$ cat src/rtl/note_display_ctrl.sv
// Note display controller: debounces detected notes into a committed note,
// then sequences display hold and per-channel colour fade on frame ticks.
//
// state | meaning
// IDLE  | nothing shown, note output 0
// SHOW  | committed note shown at full colour, counting inactive frames
// FADE  | colour dimmed by fade_lvl (1..7), one step per frame
module note_display_ctrl #(
  parameter int STABLE_CNT  = 3,
  parameter int HOLD_FRAMES = 60
) (
  input  logic        clk,
  input  logic        reset,
  input  logic        note_valid,
  input  logic [5:0]  note_in,
  input  logic        frame_tick,
  input  logic [23:0] color_in,
  output logic [5:0]  note,
  output logic [23:0] color,
  output logic        display_en
);

  localparam logic [3:0] CNT_MAX   = 4'(STABLE_CNT);
  localparam logic [3:0] CNT_PRE   = 4'(STABLE_CNT - 1);
  localparam logic [7:0] HOLD_LAST = 8'(HOLD_FRAMES - 1);

  typedef enum logic [1:0] {
    IDLE = 2'd0,
    SHOW = 2'd1,
    FADE = 2'd2
  } state_t;

  state_t      state_q, state_d;
  logic [5:0]  note_q, note_d;
  logic [5:0]  cand_q, cand_d;
  logic [3:0]  cand_cnt_q, cand_cnt_d;
  logic [5:0]  pend_q, pend_d;
  logic        pend_flag_q, pend_flag_d;
  logic        activity_q, activity_d;
  logic [7:0]  hold_cnt_q, hold_cnt_d;
  logic [2:0]  fade_lvl_q, fade_lvl_d;
  logic [23:0] color_q, color_d;
  logic        display_en_q, display_en_d;

  logic strobe_nz;
  logic cand_hit;
  logic accept;

  assign strobe_nz = note_valid && (note_in != 6'd0);
  assign cand_hit  = strobe_nz && (note_in == cand_q);
  // Only the STABLE_CNT-1 -> STABLE_CNT transition accepts; a saturated
  // counter keeps matching without re-arming the pending note.
  assign accept    = cand_hit && (cand_cnt_q == CNT_PRE);

  always_comb begin
    cand_d     = cand_q;
    cand_cnt_d = cand_cnt_q;
    if (strobe_nz) begin
      if (cand_hit) begin
        if (cand_cnt_q < CNT_MAX) cand_cnt_d = cand_cnt_q + 4'd1;
      end else begin
        cand_d     = note_in;
        cand_cnt_d = 4'd1;
      end
    end
  end

  // A set from a coincident strobe wins over the clear from the tick.
  always_comb begin
    pend_d      = accept ? cand_q : pend_q;
    pend_flag_d = pend_flag_q;
    activity_d  = activity_q;
    if (frame_tick) begin
      pend_flag_d = 1'b0;
      activity_d  = 1'b0;
    end
    if (accept) pend_flag_d = 1'b1;
    if (strobe_nz && (note_in == note_q)) activity_d = 1'b1;
  end

  always_comb begin
    state_d    = state_q;
    note_d     = note_q;
    hold_cnt_d = hold_cnt_q;
    fade_lvl_d = fade_lvl_q;
    if (frame_tick) begin
      if (pend_flag_q) begin
        note_d     = pend_q;
        state_d    = SHOW;
        fade_lvl_d = 3'd0;
        hold_cnt_d = 8'd0;
      end else begin
        unique case (state_q)
          SHOW: begin
            if (activity_q) begin
              hold_cnt_d = 8'd0;
            end else if (hold_cnt_q < HOLD_LAST) begin
              hold_cnt_d = hold_cnt_q + 8'd1;
            end else begin
              state_d    = FADE;
              fade_lvl_d = 3'd1;
            end
          end
          FADE: begin
            if (fade_lvl_q != 3'd7) begin
              fade_lvl_d = fade_lvl_q + 3'd1;
            end else begin
              state_d    = IDLE;
              note_d     = 6'd0;
              fade_lvl_d = 3'd0;
            end
          end
          default: ;
        endcase
      end
    end
  end

  // Colour is blanked while idle so the display shows nothing between notes.
  always_comb begin
    color_d = 24'd0;
    if (state_q != IDLE) begin
      color_d = {color_in[23:16] >> fade_lvl_q,
                 color_in[15:8]  >> fade_lvl_q,
                 color_in[7:0]   >> fade_lvl_q};
    end
    display_en_d = (state_d != IDLE);
  end

  always_ff @(posedge clk or negedge reset) begin
    if (!reset) begin
      state_q      <= IDLE;
      note_q       <= 6'd0;
      cand_q       <= 6'd0;
      cand_cnt_q   <= 4'd0;
      pend_q       <= 6'd0;
      pend_flag_q  <= 1'b0;
      activity_q   <= 1'b0;
      hold_cnt_q   <= 8'd0;
      fade_lvl_q   <= 3'd0;
      color_q      <= 24'd0;
      display_en_q <= 1'b0;
    end else begin
      state_q      <= state_d;
      note_q       <= note_d;
      cand_q       <= cand_d;
      cand_cnt_q   <= cand_cnt_d;
      pend_q       <= pend_d;
      pend_flag_q  <= pend_flag_d;
      activity_q   <= activity_d;
      hold_cnt_q   <= hold_cnt_d;
      fade_lvl_q   <= fade_lvl_d;
      color_q      <= color_d;
      display_en_q <= display_en_d;
    end
  end

  assign note       = note_q;
  assign color      = color_q;
  assign display_en = display_en_q;

endmodule
$ cat config.mk
export PLATFORM = sky130hd
export DESIGN_NAME = note_display_ctrl
export DESIGN_NICKNAME = d
export VERILOG_FILES = /design/src/rtl/note_display_ctrl.sv
export SDC_FILE = /design/constraint.sdc
export NUM_CORES = 1
export LEC_CHECK = 0
export ABC_AREA = 1
export CAP_MARGIN = 20
export CORE_ASPECT_RATIO = 1.25
export CORE_MARGIN = 3
export CORE_UTILIZATION = 50
export DETAILED_ROUTE_END_ITERATION = 6
export PLACE_DENSITY = 0.79
export SLEW_MARGIN = 30
export SYNTH_ARGS = -nofsm -noshare
export SYNTH_HDL_FRONTEND = slang
export SYNTH_SLANG_ARGS = --single-unit
$ cat constraint.sdc
create_clock -name clk -period 1.55 [get_ports clk]
set_input_delay 0.2325 -clock clk [delete_from_list [all_inputs] [get_ports clk]]
set_output_delay 0.2325 -clock clk [all_outputs]
set_load 0.01 [all_outputs]
==> flow_metrics.env <==
export IMPL_die_width_um=78.5
export IMPL_cellLeakagePower_nw=2.23
export IMPL_grt_overflow_total=0
export IMPL_grt_antenna_before_repair=0
export IMPL_worst_r2r_setup_slack_ns=0.08
export IMPL_count_of_unique_library_cells_instantiated_by_yosys=27
export IMPL_drc=0
export IMPL_clock_path_buffers=2
export IMPL_cts_htree_levels=3
export IMPL_final_setup_viol_count=0
export IMPL_synthesis_area_um2=3280
export IMPL_share_seq_of_total_power_pct=36.2
export IMPL_route_detailed_vias_per_inst=5.16
export IMPL_worst_slew_margin_rel_pct=73.0
export IMPL_antenna_diode_count=0
export IMPL_worstPathMaxFanout=2
export IMPL_first_global_vias=3048
export IMPL_startpoint_type="register"
export IMPL_fin_area_um2=4430
export IMPL_final_common_cell="sky130_fd_sc_hd__nand2_1"
export IMPL_timing_fmax_mhz=666
export IMPL_slowest_stage_delay_on_critical_path_ns=0.55
export IMPL_hold_path_class="in -> async"
export IMPL_first_pass_grt_wire_length_um=13700
export IMPL_tritoncts="yes"
export IMPL_worstMarginPinSlew_ns=0.405
export IMPL_critical_path_cell_chain="clkdlybuf4s50_1"
export IMPL_synth_seq_area_share_pct=47.3
export IMPL_min_period_over_period_pct=96.8
export IMPL_cp_max_stage_cell="sky130_fd_sc_hd__clkdlybuf4s50_1"
export IMPL_max_cap_violations=0
export IMPL_clkTransAtPathRegs_ns=0.07
export IMPL_largest_net_degree_at_the_start_of_global_routing=43
export IMPL_core_area_um2=6290
export IMPL_setup_tns_final_ns=0
export IMPL_area_used_by_multi_input_combinational_logic_um2=1460
export IMPL_fp_dieH_um=96.6
export IMPL_final_cell_count_no_fill=590
export IMPL_cts_root_buf="sky130_fd_sc_hd__clkbuf_8"
export IMPL_regArea_um2=1550
export IMPL_internal_power_mw=3.71
export IMPL_critPathArrivalTime_ns=1.27
export IMPL_outcome="finished clean"
export IMPL_grt_setup_unrepaired="true"
export IMPL_share_of_final_layout_standard_cells_stronger_than_drive_strength_1_pct=13.5
export IMPL_synth_avg_cell_area_um2=7.93
export IMPL_criticalPathCategory="reg -> out"
export IMPL_detailroute_via_count=3044
export IMPL_tritoncts_num_sinks=62
export IMPL_ys_ff_latch=62
export IMPL_critPathTopFamily="buffers and inverters"
export IMPL_clk_insertion_delay_late_ns=0.34
export IMPL_dpl_hpwl_um=5910
export IMPL_routed_wl_per_cell_um=13.6
export IMPL_num_rows=32
export IMPL_synth_fp_nets=456
export IMPL_final_min_clock_period_ns=1.50
export IMPL_crit_required_ns=1.32
export IMPL_cp_num_buf_inv=1
export IMPL_hold_violation_total_from_the_final_report=0
export IMPL_num_fill_cells=500
export IMPL_cts_buffers=9
export IMPL_synth_warnings=0
export IMPL_total_power_after_layout_mw=5.47
export IMPL_drt_pass1_iterations=4
export IMPL_drt_wl_total_um=8030
export IMPL_global_route_usage_total_pct=23.2
export IMPL_power_per_cell_area_nw_per_um2=1240
export IMPL_combinationalPowerShare_pct=32.3
export IMPL_layout_common_cells="sky130_fd_sc_hd__nand2_1, sky130_fd_sc_hd__dfrtp_1, sky130_fd_sc_hd__clkdlybuf4s50_1"
export IMPL_share_clk_of_total_power_pct=31.6
export IMPL_post_synth_inst_count=414
export IMPL_finClkSkew_ns=0.00535
export IMPL_area_growth_synth_to_final_pct=34.8
export IMPL_place_port_buffers=64
export IMPL_net_switching_power_mw=1.76
export IMPL_placedCellCount=572
export IMPL_power_switching_fraction_pct=32.2
export IMPL_start_util_pct=52.2
export IMPL_die_area_um2=7580
export IMPL_placedInstanceArea_um2=4140
export IMPL_max_vdd_ir_drop_mv=0.707
export IMPL_fin_nets=543
export IMPL_gpl_final_weighted_congestion=0.848
export IMPL_timing_critical_path_to_type="output port"
export IMPL_drt_iter0_markers=112
export IMPL_final_antenna_net_count=0
export IMPL_final_max_slew_violation_count=0
export IMPL_ios=65
export IMPL_final_worst_hold_slack_ns=0.242
[worst paths after layout]
check / startpoint / end / cells past startpoint
worst max register to register: fade_lvl_q[0]$_DFFE_PN0P_ / note[2]$_DFFE_PN0P_ / 6
worst max-delay path: note[4]$_DFFE_PN0P_ / note[4] / 1
worst min-delay path: reset / color[7]$_DFF_PN0_ / 2
max in group asynchronous: reset / cand_q[2]$_DFFE_PN0P_ / 3
min in group clk: hold_cnt_q[6]$_DFFE_PN0P_ / hold_cnt_q[6]$_DFFE_PN0P_ / 2
worst min register to register: hold_cnt_q[6]$_DFFE_PN0P_ / hold_cnt_q[6]$_DFFE_PN0P_ / 2
[per-stage QoR]
| stage | setup WS, ns | util, % |
|---|---|---|
| 6_report | 0.0492 | 70.4 |
| 3_3_place_gp | -0.114 | 65.9 |
| 5_1_grt | -0.0172 | 70.4 |
| 3_5_place_dp | -0.141 | 65.9 |
| 4_1_cts | 0.00886 | 69.9 |
| 2_1_floorplan | 0.160 | - |
[layout make-up]
type	instances	share of cell area, %
tap	85	2.40
clock inverter	6	2.52
multi-input combinational	284	33.0
inverter	54	4.58
sequential	62	35.1
clock buffer	9	2.80
timing repair buffer	90	19.6
[layer usage]
layer  part of all wire, %  GRT usage (%)  vias to the layer above
li1                      -              -                     1497
met1                    41           27.0                     1427
met4                   2.0           10.8                        0
met2                    51           40.9                      103
met5                     0              0                        -
met3                   6.4           5.47                       17
[timing repair]
item	4_1_cts	5_1_grt
setup buffers	1	1
endpoints found under the setup margin	1	12
hold endpoints to repair	62	0
gates cloned	0	0
pin swaps	0	2
resized for setup	0	9
hold buffers	1	0
[cell usage after synthesis]
cell type,count,area (um^2)
sky130_fd_sc_hd__a211oi_2,1,12.5
sky130_fd_sc_hd__a21oi_1,2,10.0
sky130_fd_sc_hd__buf_2,4,20.0
sky130_fd_sc_hd__buf_4,2,15.0
sky130_fd_sc_hd__buf_6,2,22.5
sky130_fd_sc_hd__clkbuf_1,6,22.5
sky130_fd_sc_hd__dfrtp_1,62,1550
sky130_fd_sc_hd__ha_1,8,100
sky130_fd_sc_hd__inv_1,46,173
sky130_fd_sc_hd__inv_2,8,30.0
sky130_fd_sc_hd__mux2i_1,12,120
sky130_fd_sc_hd__nand2_1,119,447
sky130_fd_sc_hd__nand2_2,3,18.8
sky130_fd_sc_hd__nand2_4,1,11.3
sky130_fd_sc_hd__nand3_1,31,155
sky130_fd_sc_hd__nand3_4,1,17.5
sky130_fd_sc_hd__nand3b_1,1,7.51
sky130_fd_sc_hd__nand4_1,8,50.1
sky130_fd_sc_hd__nor2_1,36,135
sky130_fd_sc_hd__nor2_4,4,45.0
sky130_fd_sc_hd__nor3_1,3,15.0
sky130_fd_sc_hd__o21ai_0,35,175
sky130_fd_sc_hd__o21ai_1,5,25.0
sky130_fd_sc_hd__o21ai_2,4,35.0
sky130_fd_sc_hd__o21bai_1,1,7.51
sky130_fd_sc_hd__o22ai_1,7,43.8
sky130_fd_sc_hd__xor2_1,2,17.5
[sequential cells by signal, summed over array words and instances, names as in the netlist]
signal	cells
activity_q	1
cand_cnt_q	4
cand_q	6
color	24
display_en	1
fade_lvl_q	3
hold_cnt_q	8
note	6
pend_flag_q	1
pend_q	6
state_q	2
[power by group through the flow]
stage | registers [mW] | logic [mW] | clock network [mW]
after floorplan | 2.05 | 0.964 | 0
after global placement | 2.01 | 1.66 | 0
after detailed placement | 2.01 | 1.72 | 0
after CTS | 1.98 | 1.75 | 1.76
after global routing | 2.01 | 1.98 | 1.83
final | 1.98 | 1.76 | 1.73
[kinds of logic after synthesis]
group	count (synthesis)	synth area share (%)
simple gates	207	27.5
buf+inv	68	8.61
flops	62	47.3
compound gates	55	9.41
mux	12	3.66
fa+ha+maj	8	3.05
xor+xnor	2	0.534
No activity file was read; power rests on OpenSTA's default activity.
